==> config.mk <==
export PLATFORM = sky130hd
export DESIGN_NAME = silife_max7219_rx
export DESIGN_NICKNAME = d
export VERILOG_FILES = /design/src/rtl/silife_pkg.sv /design/src/rtl/silife_sync.sv /design/src/rtl/silife_max7219_rx.sv
export SDC_FILE = /design/constraint.sdc
export NUM_CORES = 1
export LEC_CHECK = 0
export ABC_AREA = 1
export ABC_CLOCK_PERIOD_IN_PS = 3410
export CAP_MARGIN = 25
export CORE_UTILIZATION = 57
export DETAILED_ROUTE_END_ITERATION = 16
export GPL_ROUTABILITY_DRIVEN = 1
export GPL_TIMING_DRIVEN = 0
export PLACE_DENSITY_LB_ADDON = 0.08
export SLEW_MARGIN = 20
export SYNTH_ARGS = -nofsm -noshare
export SYNTH_HDL_FRONTEND = slang
export SYNTH_HIERARCHICAL = 1
export SYNTH_SLANG_ARGS = --single-unit
==> constraint.sdc <==
create_clock -name clk -period 3.41 [get_ports clk]
set_input_delay 0.341 -clock clk [delete_from_list [all_inputs] [get_ports clk]]
set_output_delay 0.341 -clock clk [all_outputs]
set_load 0.05 [all_outputs]
==> src/rtl/silife_pkg.sv <==
// Shared MAX7219 definitions: register addresses and the control-register bundle,
// used by both the receiver and the transmitter.
package silife_pkg;

   localparam logic [3:0] NOOP         = 4'h0;
   localparam logic [3:0] DIGIT0       = 4'h1;
   localparam logic [3:0] DIGIT1       = 4'h2;
   localparam logic [3:0] DIGIT2       = 4'h3;
   localparam logic [3:0] DIGIT3       = 4'h4;
   localparam logic [3:0] DIGIT4       = 4'h5;
   localparam logic [3:0] DIGIT5       = 4'h6;
   localparam logic [3:0] DIGIT6       = 4'h7;
   localparam logic [3:0] DIGIT7       = 4'h8;
   localparam logic [3:0] DECODE_MODE  = 4'h9;
   localparam logic [3:0] INTENSITY    = 4'hA;
   localparam logic [3:0] SCAN_LIMIT   = 4'hB;
   localparam logic [3:0] SHUTDOWN     = 4'hC;
   localparam logic [3:0] DISPLAY_TEST = 4'hF;

   localparam int unsigned FRAME_BITS = 16;
   localparam int unsigned BITCNT_W   = 5;
   localparam int unsigned NUM_ROWS   = 8;

   typedef struct packed {
      logic [7:0] decode_mode;
      logic [3:0] intensity;
      logic [2:0] scan_limit;
      logic       shutdown;
      logic       display_test;
   } ctrl_t;

   localparam ctrl_t CTRL_RESET = '{
      decode_mode:  8'h00,
      intensity:    4'h0,
      scan_limit:   3'h0,
      shutdown:     1'b1,
      display_test: 1'b0
   };

   function automatic logic is_digit(input logic [3:0] addr);
      return (addr >= DIGIT0) && (addr <= DIGIT7);
   endfunction

endpackage

==> src/rtl/silife_sync.sv <==
// Multi-flop synchronizer for one asynchronous input; reset forces the idle level.
module silife_sync #(
   parameter int unsigned STAGES    = 2,
   parameter logic        RESET_VAL = 1'b0
) (
   input  logic clk,
   input  logic reset,
   input  logic d,
   output logic q
);

   localparam int unsigned N = (STAGES < 2) ? 2 : STAGES;

   logic [N-1:0] chain;

   always_ff @(posedge clk) begin
      if (reset) begin
         chain <= {N{RESET_VAL}};
      end else begin
         chain <= {chain[N-2:0], d};
      end
   end

   assign q = chain[N-1];

endmodule

==> src/rtl/silife_max7219_rx.sv <==
// MAX7219-compatible SPI receiver: captures 16-bit frames from an asynchronous
// serial bus and maintains the digit and control registers.
module silife_max7219_rx
   import silife_pkg::*;
#(
   parameter int unsigned SYNC_STAGES = 2
) (
   input  logic       clk,
   input  logic       reset,
   input  logic       spi_sck,
   input  logic       spi_mosi,
   input  logic       spi_cs_n,
   output logic       spi_dout,
   input  logic [2:0] rd_row,
   output logic [7:0] rd_data,
   output logic [7:0] decode_mode,
   output logic [3:0] intensity,
   output logic [2:0] scan_limit,
   output logic       shutdown,
   output logic       display_test,
   output logic       frame_valid,
   output logic       frame_error,
   output logic [3:0] frame_addr,
   output logic [7:0] frame_data
);

   logic sck_s, mosi_s, cs_s;
   logic sck_p, cs_p;

   silife_sync #(.STAGES(SYNC_STAGES), .RESET_VAL(1'b0)) u_sync_sck (
      .clk(clk), .reset(reset), .d(spi_sck), .q(sck_s)
   );
   silife_sync #(.STAGES(SYNC_STAGES), .RESET_VAL(1'b0)) u_sync_mosi (
      .clk(clk), .reset(reset), .d(spi_mosi), .q(mosi_s)
   );
   silife_sync #(.STAGES(SYNC_STAGES), .RESET_VAL(1'b1)) u_sync_cs (
      .clk(clk), .reset(reset), .d(spi_cs_n), .q(cs_s)
   );

   // Edges are registered so every frame event is acted on one cycle after detection.
   logic ev_sck, ev_cs_fall, ev_cs_rise, ev_mosi, ev_cs_low;

   always_ff @(posedge clk) begin
      if (reset) begin
         sck_p      <= 1'b0;
         cs_p       <= 1'b1;
         ev_sck     <= 1'b0;
         ev_cs_fall <= 1'b0;
         ev_cs_rise <= 1'b0;
         ev_mosi    <= 1'b0;
         ev_cs_low  <= 1'b0;
      end else begin
         sck_p      <= sck_s;
         cs_p       <= cs_s;
         ev_sck     <= sck_s & ~sck_p;
         ev_cs_fall <= ~cs_s & cs_p;
         ev_cs_rise <= cs_s & ~cs_p;
         ev_mosi    <= mosi_s;
         ev_cs_low  <= ~cs_s & ~cs_p;
      end
   end

   logic [BITCNT_W-1:0] bit_cnt;
   logic [15:0]         shift_reg;

   always_ff @(posedge clk) begin
      if (reset || ev_cs_fall) begin
         bit_cnt   <= '0;
         shift_reg <= '0;
      end else if (ev_sck && ev_cs_low && !ev_cs_rise) begin
         shift_reg <= {shift_reg[14:0], ev_mosi};
         if (bit_cnt != '1) begin
            bit_cnt <= bit_cnt + 1'b1;
         end
      end
   end

   assign spi_dout = shift_reg[15];

   logic [3:0] dec_addr;
   logic [7:0] dec_data;
   logic [2:0] dec_row;
   logic       frame_ok;

   always_comb begin
      dec_addr = shift_reg[11:8];
      dec_data = shift_reg[7:0];
      dec_row  = 3'(dec_addr - DIGIT0);
      frame_ok = (bit_cnt >= BITCNT_W'(FRAME_BITS));
   end

   logic [7:0] digits [NUM_ROWS];
   ctrl_t      ctrl;

   always_ff @(posedge clk) begin
      if (reset) begin
         for (int unsigned i = 0; i < NUM_ROWS; i++) begin
            digits[i] <= '0;
         end
         ctrl        <= CTRL_RESET;
         frame_valid <= 1'b0;
         frame_error <= 1'b0;
         frame_addr  <= '0;
         frame_data  <= '0;
      end else begin
         frame_valid <= 1'b0;
         frame_error <= 1'b0;
         if (ev_cs_rise) begin
            if (frame_ok) begin
               frame_valid <= 1'b1;
               frame_addr  <= dec_addr;
               frame_data  <= dec_data;
               if (is_digit(dec_addr)) begin
                  digits[dec_row] <= dec_data;
               end else begin
                  case (dec_addr)
                     DECODE_MODE:  ctrl.decode_mode  <= dec_data;
                     INTENSITY:    ctrl.intensity    <= dec_data[3:0];
                     SCAN_LIMIT:   ctrl.scan_limit   <= dec_data[2:0];
                     SHUTDOWN:     ctrl.shutdown     <= ~dec_data[0];
                     DISPLAY_TEST: ctrl.display_test <= dec_data[0];
                     default:      ;
                  endcase
               end
            end else begin
               frame_error <= 1'b1;
            end
         end
      end
   end

   assign rd_data      = digits[rd_row];
   assign decode_mode  = ctrl.decode_mode;
   assign intensity    = ctrl.intensity;
   assign scan_limit   = ctrl.scan_limit;
   assign shutdown     = ctrl.shutdown;
   assign display_test = ctrl.display_test;

endmodule

### Word level (Yosys, flattened, before mapping)

Memory sizes are Yosys's and may differ from the RTL's.
Cells that the tools add are included.

* equal/unequal tests: 6
* muxes and demuxes: 12
* magnitude comparators: 3
* reductions and logical operators: 14
* bitwise gates (word level): 10
* add/sub/neg operators: 2

Operators with widths (count)
* $eq A4 B4 Y1 const B: 5
* $reduce_and A4 Y1: 5
* $mux W1: 10
* $mux W8: 1
* $reduce_or A8 Y1: 1
* $not A1 Y1: 6
* $add A5 B1 Y5 const B: 1
* $ge A5 B5 Y1 const B: 1
* $ne A5 B5 Y1 const B: 1
* $and A1 B1 Y1: 4
* $ge A4 B1 Y1 const B: 1
* $le A4 B4 Y1 const B: 1
* $reduce_and A2 Y1: 2
* $logic_and A1 B1 Y1: 3
* $mux W3: 1
* $sub A3 B1 Y3 const B: 1
* $reduce_or A2 Y1: 1
* $logic_not A1 Y1: 1
* $logic_or A1 B1 Y1: 1

* bits in writable memories: 64
* memories kept: 1
* output and inout bits: 40
* register bits after elaboration: 65

Memories
* digits: words 8, width 8, rd ports 1, clocked after Yosys merged registers in 0, wr ports 8, line silife_max7219_rx.sv:92 `logic [7:0] digits [NUM_ROWS];`

### Depth between registers and ports, before layout

* depth after elaboration: 9
* gate-level depth with buffers: 10
* gate-level depth less buffers: 9

### Modules after synthesis

The synthesis kept the hierarchy.

Modules (own cells, without submodules)
* silife_max7219_rx: cells an instance 583, area an instance 5256.3 µm², instances 1
* silife_sync (u_sync_mosi ...): cells an instance 6, area an instance 55.1 µm², instances 2
* silife_sync (u_sync_cs): cells an instance 7, area an instance 58.8 µm², instances 1

### Worst setup path before layout

No wires, ideal clock.

* path type: flip-flop to flip-flop
* start: register shift_reg[8]
* end: memory digits[2][0], enable pin
* stages on the path, launching flop included: 11
* data required time: 3026 ps
* setup slack: 854 ps
* arrival time: 2172 ps
* clock period less this slack: 2556 ps
* path through: dfxtp_1 clkbuf_1 clkinv_1 ha_1 inv_1 nand2_1 nand2_1 inv_1 nor2_1 nand2_1 o21ai_0

RTL lines
* start: declaration: line silife_max7219_rx.sv:64 `logic [15:0] shift_reg;`
* start signal: assignment: line silife_max7219_rx.sv:71 `shift_reg <= {shift_reg[14:0], ev_mosi};`
* end: declaration: line silife_max7219_rx.sv:92

### Final worst setup path

* start: input port rd_row[1]
* end: output port rd_data[6]

* word-level cells in the longest chain between the ends: 1

Ends and longest elaborated chain
* start: declaration: line silife_max7219_rx.sv:14 `input logic [2:0] rd_row,`
* $mem_v2 Z8 W8
* end: declaration: line silife_max7219_rx.sv:15 `output logic [7:0] rd_data,`

Every way passes these cells.

==> impl_metrics.ini <==
[timing]
fin_crit_sh_pct = 91.7
fmax_mhz = 320
setup_viol = 0
fin_crit_ps = 3130
rsz0062_at_grt = false
hold_viol = 0
layout_setup_ws_ps = 283
worst_pin_slew_ps = 896
maxSlewViolCount = 0
relSlewSlack_pct = 39.9
fin_skew_ps = 7.91
setup_tns_ps = 0

[placed_design]
dp_slack_ps = 219
gp_congestion = 0.930
port_buffers = 46
dp_hpwl_mm = 9.38
dp.cells = 777

[clocking]
cts_buffers = 17
htreeDepth = 4
clock_sinks = 129
cts_resized = 0
insertion_delay_ps = 530
cts_tree = yes
clk_path_buf_depth = 2
clockRootBuffer = clkbuf_8
post_cts_buffers = 0
clkSlewWorstSetupHoldPaths_ps = 60
hold_buffers = 0

[global_routing]
grt_pass1_vias = 4572
antenna_found_initial = 0
grt_pass1_wl_mm = 22.5
grt_max_degree = 17
overflow = 0
grt_util_all_layers_pct = 30.4

[synth]
synth_sequential_area_ratio_pct = 59.4
avgSynthCellArea_um2 = 9.01
netlist_instances = 602
synth_seq_cells = 129
synth_nets = 617
yosysWarnings = 6
synthArstFlopShare_pct = 0
ys_types = 24
synth_area_um2 = 5430
synth_edf_count = 64
synthFlopType = dfxtp_1

[drt]
drt_iter0_drc = 396
wirelength_mm = 14.3
route.met2.wl_mm = 7.41
drt-met1-wl_mm = 5.56
vias = 4645
drt_first_pass_iters = 5
highest_layer = met4
vias_per_cell = 5.73
drc_errors = 0
routedWlPerCell_um = 17.6
wl_met3_um = 892
ant_nets = 0

[power_and_ir_drop]
power.leakage_uw = 0.00234
p_per_area_nw_per_um2 = 553
power_uw = 3670
vdd_drop_max_mv = 0.421

[floorplanning]
row_count = 35
die_height_um = 99.6
die_x_um = 99.6
core_um2 = 9240
ioPinCount = 48
die_area_um2 = 9910
start_util_pct = 58.7

[setup_path]
cp-start-kind = input port
endpoint_kind = output pin
crit_chain = clkdlybuf4s50_1, inv_1, clkbuf_1, o21ai_0, o22ai_1, nand2_1, nand2_1, clkdlybuf4s50_1
max_stage_delay_ps = 800
slowest_stage = clkdlybuf4s50_1
arrival_ps = 2790
path_class = in2out
cp_top_family = buffers and inverters
worstPathRequired_ps = 3070
worstPathMaxFanout = 10
crit_buf_inv = 4

[layout]
drive_above_1_share_pct = 8.37
instances_no_fill = 810
multi_input_area_um2 = 1880
largest_register_ff_count = 64
area_delta_synth_final_pct = 22.3
fillers = 704
finalNetCount = 683
seqCellArea_um2 = 3220
final_common_cell = nor2_1
final_cell_mix = nor2_1 (96), nand2_1 (75), nor3_1 (65), dfxtp_1 (65), edfxtp_1 (64)
diodes = 0

[run]
drv_cap = 0

[worst_hold_path]
min_path_type = in2reg

[status]
status = completed
synthesized netlist by cell type, types with 2 or more instances:
cell type	instances	area share, %
nor2_4	2	0.42
clkbuf_1	22	1.5
nor2_1	96	6.6
o22ai_1	16	1.8
dfxtp_1	65	24
a21oi_1	26	2.4
buf_1	4	0.28
nand2_1	75	5.2
o21ai_1	6	0.55
o21ai_0	64	5.9
nor2_2	2	0.23
nor3_1	65	6.0
buf_2	11	1.0
edfxtp_1	64	35
nand3_1	8	0.74
nor3_2	4	0.74
ha_1	7	1.6
nand4_1	17	2.0
inv_2	4	0.28
clkinv_1	2	0.14
inv_1	39	2.7
power breakdown:
| group | switching, µW | internal, µW |
|---|---|---|
| clock | 695 | 1110 |
| sequential | 13.3 | 1660 |
| combinational | 132 | 55.8 |
worst paths after layout:
path | start | end | slack (ps) | depth (start not counted)
worst min-delay path | spi_mosi | u_sync_mosi/chain[0] | 320 | 3
worst min register to register | sck_p | ev_sck | 390 | 1
worst max-delay path | rd_row[1] | rd_data[6] | 280 | 8
worst max register to register | shift_reg[8] | digits[3][4] | 310 | 10
per-stage QoR:
step,util [%],hold slack (ps),cell area [µm²]
after floorplan,-,373,5430
after global placement,65.4,383,6050
after detailed placement,65.4,386,6050
after CTS,71.7,317,6630
after global routing,71.8,345,6630
final,71.8,321,6630
cell type report:
cell class                 instances  area share (%)
clock buffer                      18            6.30
multi-input combinational        391            28.4
sequential                       129            48.6
buffer                            37            2.30
tap                              129            2.43
clock inverter                    14            2.45
inverter                          45            2.55
timing repair buffer              47            7.02
cell families (layout without fill, tap and decap cells):
family                     after synthesis  count (layout)  share of synthesized area [%]
AOI/OAI and AO/OA                      113             113                           10.8
adders and majority gates                7               7                           1.61
buffers and inverters                   82             161                           5.93
DFF                                    129             129                           59.4
and+or+nand+nor                        271             271                           22.2
per-layer routing:
metal | global-route usage (%) | up-vias
li1 | - | 2204
met3 | 5.76 | 38
met4 | 15.8 | 0
met5 | 0 | -
met2 | 54.5 | 191
met1 | 34.5 | 2212
tightest hold or removal path: cells and delay by family:
family / cells / cell delay (ps)
buffers and inverters: 2 / 440
AND/OR/NAND/NOR: 1 / 30
(Power assumes the default switching activity.)
